**src/rtl/alu_exec_unit_p.sv**
```systemverilog
// alu_exec_unit_p: parametrised ALU and register-file execution core.
// Runs one command per start_cmd through IDLE/READ/EXEC/WRITE.
module alu_exec_unit_p #(
  parameter  int DATA_W   = 8,
  parameter  int NUM_REGS = 8,
  localparam int RA_W     = $clog2(NUM_REGS)
) (
  input  logic              clk,
  input  logic              rst,
  input  logic              start_cmd,
  input  logic [3:0]        op_in,
  input  logic [RA_W-1:0]   rd_in,
  input  logic [RA_W-1:0]   rs1_in,
  input  logic [RA_W-1:0]   rs2_in,
  input  logic              use_imm,
  input  logic [DATA_W-1:0] imm_in,
  output logic              busy,
  output logic              cmd_done,
  output logic              z_flag_out,
  output logic              c_flag_out,
  output logic              n_flag_out,
  output logic              v_flag_out,
  input  logic [RA_W-1:0]   dbg_addr,
  output logic [DATA_W-1:0] dbg_data
);

  localparam int SH_W = $clog2(DATA_W);
  localparam int M    = DATA_W - 1;

  localparam logic [3:0] OP_ADD = 4'd0;
  localparam logic [3:0] OP_SUB = 4'd1;
  localparam logic [3:0] OP_AND = 4'd2;
  localparam logic [3:0] OP_OR  = 4'd3;
  localparam logic [3:0] OP_XOR = 4'd4;
  localparam logic [3:0] OP_SHL = 4'd5;
  localparam logic [3:0] OP_SHR = 4'd6;
  localparam logic [3:0] OP_MOV = 4'd7;
  localparam logic [3:0] OP_ADC = 4'd8;
  localparam logic [3:0] OP_SBB = 4'd9;
  localparam logic [3:0] OP_ROL = 4'd10;
  localparam logic [3:0] OP_ROR = 4'd11;
  localparam logic [3:0] OP_ASR = 4'd12;
  localparam logic [3:0] OP_CMP = 4'd13;
  localparam logic [3:0] OP_NOT = 4'd14;
  localparam logic [3:0] OP_NEG = 4'd15;

  typedef enum logic [1:0] {
    S_IDLE, S_READ, S_EXEC, S_WRITE
  } state_t;

  state_t state_q, state_d;

  logic [3:0]        op_q, op_d;
  logic [RA_W-1:0]   rd_q, rd_d;
  logic [RA_W-1:0]   rs1_q, rs1_d;
  logic [RA_W-1:0]   rs2_q, rs2_d;
  logic              use_imm_q, use_imm_d;
  logic [DATA_W-1:0] imm_q, imm_d;
  logic [DATA_W-1:0] a_q, a_d;
  logic [DATA_W-1:0] b_q, b_d;
  logic [DATA_W-1:0] res_q, res_d;
  logic              hz_q, hz_d, hc_q, hc_d;
  logic              hn_q, hn_d, hv_q, hv_d;
  logic              z_q, z_d, c_q, c_d;
  logic              n_q, n_d, v_q, v_d;
  logic              done_q, done_d;
  logic [DATA_W-1:0] regs_q [NUM_REGS];
  logic [DATA_W-1:0] regs_d [NUM_REGS];

  logic [SH_W-1:0]   sh;
  logic [SH_W:0]     inv_sh;
  logic              cin;
  logic [DATA_W:0]   add_w, sub_w, shl_w, shr_w, asr_w;
  logic [DATA_W-1:0] rol_r, ror_r;
  logic [DATA_W-1:0] alu_res;
  logic              alu_c, alu_v;

  assign sh     = b_q[SH_W-1:0];
  assign inv_sh = (SH_W+1)'(DATA_W) - {1'b0, sh};

  // State register
  always_ff @(posedge clk) begin
    if (rst) state_q <= S_IDLE;
    else     state_q <= state_d;
  end

  // Next-state: fixed walk once a command is accepted
  always_comb begin
    state_d = state_q;
    unique case (state_q)
      S_IDLE:  if (start_cmd) state_d = S_READ;
      S_READ:  state_d = S_EXEC;
      S_EXEC:  state_d = S_WRITE;
      S_WRITE: state_d = S_IDLE;
    endcase
  end

  // Outputs decoded from state and registered flags
  always_comb begin
    busy       = (state_q != S_IDLE);
    cmd_done   = done_q;
    z_flag_out = z_q;
    c_flag_out = c_q;
    n_flag_out = n_q;
    v_flag_out = v_q;
    dbg_data   = regs_q[dbg_addr];
  end

  // ALU: result, carry and overflow from latched operands
  always_comb begin
    cin   = c_q & ((op_q == OP_ADC) | (op_q == OP_SBB));
    add_w = {1'b0, a_q} + {1'b0, b_q} + {{DATA_W{1'b0}}, cin};
    sub_w = {1'b0, a_q} - {1'b0, b_q} - {{DATA_W{1'b0}}, cin};
    shl_w = {1'b0, a_q} << sh;
    shr_w = {a_q, 1'b0} >> sh;
    asr_w = $signed({a_q, 1'b0}) >>> sh;
    rol_r = (a_q << sh) | (a_q >> inv_sh);
    ror_r = (a_q >> sh) | (a_q << inv_sh);
    alu_res = '0;
    alu_c   = 1'b0;
    alu_v   = 1'b0;
    unique case (op_q)
      OP_ADD, OP_ADC: begin
        alu_res = add_w[M:0];
        alu_c   = add_w[DATA_W];
        alu_v   = (a_q[M] == b_q[M]) & (alu_res[M] != a_q[M]);
      end
      OP_SUB, OP_SBB, OP_CMP: begin
        alu_res = sub_w[M:0];
        alu_c   = sub_w[DATA_W];
        alu_v   = (a_q[M] != b_q[M]) & (alu_res[M] != a_q[M]);
      end
      OP_AND: alu_res = a_q & b_q;
      OP_OR:  alu_res = a_q | b_q;
      OP_XOR: alu_res = a_q ^ b_q;
      OP_MOV: alu_res = b_q;
      OP_NOT: alu_res = ~a_q;
      OP_SHL: begin
        alu_res = shl_w[M:0];
        alu_c   = shl_w[DATA_W];
      end
      OP_SHR: begin
        alu_res = shr_w[DATA_W:1];
        alu_c   = shr_w[0];
      end
      OP_ASR: begin
        alu_res = asr_w[DATA_W:1];
        alu_c   = asr_w[0];
      end
      OP_ROL: begin
        alu_res = rol_r;
        alu_c   = rol_r[0];
      end
      OP_ROR: begin
        alu_res = ror_r;
        alu_c   = ror_r[M];
      end
      OP_NEG: begin
        alu_res = '0 - a_q;
        alu_c   = |a_q;
        alu_v   = a_q[M] & alu_res[M];
      end
    endcase
    // A zero shift/rotate leaves A untouched and shifts nothing out
    if (sh == '0 && (op_q == OP_SHL || op_q == OP_SHR ||
        op_q == OP_ASR || op_q == OP_ROL || op_q == OP_ROR))
      alu_c = 1'b0;
  end

  // Datapath next values per FSM phase
  always_comb begin
    op_d      = op_q;
    rd_d      = rd_q;
    rs1_d     = rs1_q;
    rs2_d     = rs2_q;
    use_imm_d = use_imm_q;
    imm_d     = imm_q;
    a_d       = a_q;
    b_d       = b_q;
    res_d     = res_q;
    hz_d      = hz_q;
    hc_d      = hc_q;
    hn_d      = hn_q;
    hv_d      = hv_q;
    z_d       = z_q;
    c_d       = c_q;
    n_d       = n_q;
    v_d       = v_q;
    done_d    = 1'b0;
    regs_d    = regs_q;
    unique case (state_q)
      S_IDLE: begin
        if (start_cmd) begin
          op_d      = op_in;
          rd_d      = rd_in;
          rs1_d     = rs1_in;
          rs2_d     = rs2_in;
          use_imm_d = use_imm;
          imm_d     = imm_in;
        end
      end
      S_READ: begin
        a_d = regs_q[rs1_q];
        b_d = use_imm_q ? imm_q : regs_q[rs2_q];
      end
      S_EXEC: begin
        res_d = alu_res;
        hz_d  = (alu_res == '0);
        hc_d  = alu_c;
        hn_d  = alu_res[M];
        hv_d  = alu_v;
      end
      S_WRITE: begin
        if (op_q != OP_CMP) regs_d[rd_q] = res_q;
        z_d    = hz_q;
        c_d    = hc_q;
        n_d    = hn_q;
        v_d    = hv_q;
        done_d = 1'b1;
      end
    endcase
  end

  // Datapath, flag and register-file storage
  always_ff @(posedge clk) begin
    if (rst) begin
      op_q      <= '0;
      rd_q      <= '0;
      rs1_q     <= '0;
      rs2_q     <= '0;
      use_imm_q <= 1'b0;
      imm_q     <= '0;
      a_q       <= '0;
      b_q       <= '0;
      res_q     <= '0;
      hz_q      <= 1'b0;
      hc_q      <= 1'b0;
      hn_q      <= 1'b0;
      hv_q      <= 1'b0;
      z_q       <= 1'b0;
      c_q       <= 1'b0;
      n_q       <= 1'b0;
      v_q       <= 1'b0;
      done_q    <= 1'b0;
      for (int i = 0; i < NUM_REGS; i++) regs_q[i] <= '0;
    end else begin
      op_q      <= op_d;
      rd_q      <= rd_d;
      rs1_q     <= rs1_d;
      rs2_q     <= rs2_d;
      use_imm_q <= use_imm_d;
      imm_q     <= imm_d;
      a_q       <= a_d;
      b_q       <= b_d;
      res_q     <= res_d;
      hz_q      <= hz_d;
      hc_q      <= hc_d;
      hn_q      <= hn_d;
      hv_q      <= hv_d;
      z_q       <= z_d;
      c_q       <= c_d;
      n_q       <= n_d;
      v_q       <= v_d;
      done_q    <= done_d;
      regs_q    <= regs_d;
    end
  end

endmodule

```
**config.mk**
```make
export PLATFORM = sky130hd
export DESIGN_NAME = alu_exec_unit_p
export DESIGN_NICKNAME = d
export VERILOG_FILES = /design/src/rtl/alu_exec_unit_p.sv
export SDC_FILE = /design/constraint.sdc
export NUM_CORES = 1
export LEC_CHECK = 0
export CAP_MARGIN = 30
export CORE_UTILIZATION = 40
export DETAILED_ROUTE_END_ITERATION = 6
export PLACE_DENSITY = 0.69
export SYNTH_ARGS = -nofsm -noshare
export SYNTH_HDL_FRONTEND = slang
export SYNTH_SLANG_ARGS = --single-unit
```
**constraint.sdc**
```tcl
create_clock -name clk -period 9.5 [get_ports clk]
set_clock_uncertainty 0.2 [all_clocks]
set_input_delay 0.95 -clock clk [delete_from_list [all_inputs] [get_ports clk]]
set_output_delay 0.95 -clock clk [all_outputs]
set_load 0.02 [all_outputs]
```
# Word-level counts from Yosys, hierarchy flattened
# Index checks and enable logic that the tools add are counted.
dict set report classes {
  n_addsub 6
  n_lt_le_gt_ge 5
  eq_ne 24
  shift 7
  n_mux 20
  n_bitwise 15
  reduce_logical 16
}
# cell count
set op_table {}
lappend op_table {{$pmux W8 S13} 1}
lappend op_table {{$bmux W8 S3} 3}
lappend op_table {{$bwmux W64} 1}
lappend op_table {{$mux W8} 8}
lappend op_table {{$eq A4 B4 Y1 const B} 8}
lappend op_table {{$demux W8 S3} 1}
lappend op_table {{$or A8 B8 Y8} 3}
lappend op_table {{$eq A4 B3 Y1 const B} 4}
lappend op_table {{$ge A4 B4 Y1 const B} 4}
lappend op_table {{$not A3 Y4} 4}
lappend op_table {{$add A8 B8 Y9} 1}
lappend op_table {{$add A9 B1 Y9} 1}
lappend op_table {{$shl A8 B3 Y9} 1}
lappend op_table {{$shr A9 B3 Y9} 1}
lappend op_table {{$sshr A9 B3 Y9} 1}
lappend op_table {{$sub A8 B8 Y9} 1}
lappend op_table {{$sub A9 B1 Y9} 1}
lappend op_table {{$and A8 B8 Y8} 1}
lappend op_table {{$eq A4 B2 Y1 const B} 2}
lappend op_table {{$logic_not A8 Y1} 1}
lappend op_table {{$not A8 Y8} 1}
lappend op_table {{$pmux W1 S8} 1}
lappend op_table {{$pmux W2 S4} 1}
lappend op_table {{$reduce_or A8 Y1} 1}
lappend op_table {{29 further kinds} 41}
dict set report word_totals {
  ff_bits 121
  wordCells 120
}

# Logic depth before layout (Yosys ltp)
dict set report depth {
  depth_word 7
  depth_mapped 15
  mapped_depth_nobuf 14
}

# Worst setup path after synthesis
# Ideal clock, no wire load.
dict set report synth_path {
  kind {input to output}
  start {input port dbg_addr[0]}
  end {output port dbg_data[0]}
  arrival_time_ps 2507
  t_required_ps 8350
  slack_ps 5843
  path_stages 4
  path_buffers 2
  path_cell_list {clkbuf_1 > buf_2 > mux4_2 > mux2_2}
}
dict set report synth_via {
  elab_chain_len 4
}
# item line_no
set synth_lines {}
lappend synth_lines {{from (decl)} 23} ;# input logic [RA_W-1:0] dbg_addr,
lappend synth_lines {{$not A3 Y4 (not written as such)} 106} ;# dbg_data = regs_q[dbg_addr];
lappend synth_lines {{$bmux W8 S3} 106}
lappend synth_lines {{$mux W8 (not written as such) (2 in series)} 106}
lappend synth_lines {{to (decl)} 24} ;# output logic [DATA_W-1:0] dbg_data
# Every way passes these cells. The select of a mux whose other input is x is not followed.

# Final worst setup path
dict set report layout_path {
  start {input port dbg_addr[0]}
  end {output port dbg_data[2]}
}
# The elaborated chain is that of the path after synthesis.

==> impl_metrics.tcl <==
set metrics [dict create \
    clk_path_buf_depth 2 \
    cp.arrival_ps 3350 \
    status "finished, final reports clean" \
    place_inst 1278 \
    gr-total-overflow 0 \
    cts_hold_buffers 0 \
    slowest_delay_ps 800 \
    min_path_type "reg -> reg" \
    diodes 0 \
    power.leakage_nw 4.04 \
    synth.most_common_cell "nor2_1" \
    setup_viol 0 \
    critPathBufInv 3 \
    maxClockFrequency_mhz 222 \
    period_needed_ps 4500 \
    ys_types 79 \
    startpoint_type "primary input" \
    drt-initial-drc-count 906 \
    worst-setup-path-type "in -> out" \
    stdcell_area_um2 10300 \
    finalNetCount 1084 \
    grt_max_degree 88 \
    cts_buffers 17 \
    powerDensity_nw_per_um2 212 \
    yosysSeqAreaShare 0.261 \
    grt_pass1_vias 7661 \
    r2r-start "b_q[0]" \
    cp-end-kind "output pin" \
    ios 42 \
    vias 8109 \
    placed_area_um2 9670 \
    finalWirelength_mm 29.0 \
    cp_max_fo 10 \
    clock_sink_count 120 \
    final-hold-violation-count 0 \
    synth_edf_count 0 \
    cpMaxStageDelayCell "clkdlybuf4s50_1" \
    post_cts_resized 0 \
    synth_nets 1098 \
    clock-root-buffer "clkbuf_16" \
    path_cells "clkdlybuf4s50_1 > buf_8 > mux4_2 > mux2_2 > clkdlybuf4s50_1" \
    clock_latency_ps 420 \
    initial_utilization 0.407 \
    core_area_um2 22600 \
    grt_use_total 0.246 \
    post-cts-setup-buffers 0 \
    hpwl_mm 20.2 \
    yosysTopAreaCell "dfxtp_1" \
    startpoint "dbg_addr[0]" \
    areaGrowthSynthToFinish_pct 12.0 \
    drtPass1Iterations 5 \
    port_buffers 41 \
    setup_tns_ps 0 \
    rsz0062_at_grt "false" \
    critPathTopFamily "buffers and inverters" \
    period_share 0.474 \
    instances_no_fill 1310 \
    ant_nets 0 \
    dieWidth_um 154 \
    ys.flop_type "dfxtp_1" \
    grt_first_pass_wirelength_mm 45.1 \
    h-tree-depth 4 \
    slew_headroom 0.330 \
    cp_common_cell "clkdlybuf4s50_1" \
    syn_inst 1026 \
    antenna_found_initial 1 \
    yosysTopAreaCellShare 0.261 \
    cts_tree "yes" \
    maxCapViolations 0 \
    synthesis.area_um2 9190 \
    viasPerCell 6.19 \
    drive_gt1_frac 0.135 \
    cp.required_ps 8350 \
    gpl.final_weighted_congestion 1.04 \
    clkSlewWorstSetupHoldPaths_ps 60 \
    peakVddDrop_uv 105 \
    syn-mean-instance-area_um2 8.96 \
    dieArea_um2 23600 \
    min_from "imm_q[0]" \
    wl_per_cell_um 22.1 \
    yosys_warnings 0 \
    post-route-drc-count 0 \
    synth.area.top_cells "dfxtp_1, mux2i_1, mux4_2" \
    final_max_slew_viol_count 0 \
    async_reset_ff_frac 0 \
    die_y_um 154 \
    ys_ff_latch 120 \
    rrSetupSlack_ps 5150 \
    tightestPinTransition_ps 1000 \
    num_rows 55 \
    synthTopCellsByCount "nor2_1, dfxtp_1, mux2i_1" \
]
## state kept, by name, indices dropped and copies added (netlist names)
register    cells
z_flag_out      1
c_flag_out      1
hc_q            1
n_flag_out      1
regs_q         64
cmd_done        1
imm_q           8
use_imm_q       1
res_q           8
rs2_q           3
b_q             8
v_flag_out      1
a_q             8
rs1_q           3
rd_q            3
op_q            4
state_q         2
hv_q            1
hz_q            1
## placed cells by master (no fill, tap or decap), types with 4 or more instances in the layout
cell type,count
a21oi_1,49
clkdlybuf4s50_1,40
nor4_1,5
o32ai_1,4
nor3_1,10
or3_1,7
o21bai_1,5
ha_1,40
xnor2_1,9
dfxtp_1,120
nand3b_1,4
o22ai_1,6
a31oi_1,9
nor2_1,137
o2bb2ai_1,4
nand2_1,94
clkbuf_16,17
nor2b_1,8
inv_1,35
mux2i_1,119
a211oi_1,19
o21ai_0,37
a32oi_1,5
xor2_1,7
buf_4,18
mux4_2,52
nand4_1,4
mux2_2,16
fa_1,4
nand2b_1,12
nor4_2,4
a2bb2oi_1,4
clkinvlp_4,4
o211ai_1,8
nand3_1,18
## metrics by stage
stage / hold WS [ps] / setup WS [ps] / power [mW] / util
6_report: 255 / 5000 / 2.18 / 0.456
5_1_grt: 287 / 4900 / 2.29 / 0.456
3_5_place_dp: 248 / 4990 / 1.49 / 0.429
4_1_cts: 257 / 4980 / 2.17 / 0.456
2_1_floorplan: 236 / 5840 / 1.24 / -
3_3_place_gp: 245 / 4700 / 1.48 / 0.427
## metal layers
layer / vias up / track usage / share of wire
met3: 77 / 0.0302 / 0.067
met2: 406 / 0.397 / 0.47
met5: - / 0 / 0.00062
met1: 3923 / 0.331 / 0.43
met4: 2 / 0.107 / 0.035
li1: 3701 / - / -
## worst paths after layout
path / depth (start not counted) / to
worst min register to register: 2 / imm_q[0]
worst max register to register: 12 / hz_q
worst min-delay path: 2 / imm_q[0]
worst max-delay path: 5 / dbg_data[2]
## cells by family after synthesis
family                     count (synthesis)  synth area share
AOI/OAI and AO/OA                        195             0.141
xor gates and xnor gates                  16            0.0152
adders and majority gates                 44            0.0632
buffers and inverters                    132            0.0651
DFF                                      120             0.261
muxes                                    193             0.290
and+or+nand+nor                          326             0.165
## area by class of cell
| type | count | area (um^2) |
|---|---|---|
| timing repair buffer | 60 | 578 |
| sequential | 120 | 2400 |
| fill | 2197 | 12300 |
| inverter | 39 | 146 |
| tap | 285 | 357 |
| multi-input combinational | 774 | 6190 |
| clock inverter | 13 | 169 |
| clock buffer | 19 | 453 |
## worst min-delay path: stages (launching register included)
cell and delay [ps]:
dfxtp_1 310, nand2_1 50, a21oi_1 50
## power breakdown
part	internal [mW]	total [mW]	switching [mW]
combinational	0.347	0.861	0.513
sequential	0.544	0.645	0.102
clock	0.428	0.675	0.247
Note: power is estimated with default switching activity, not from simulation.
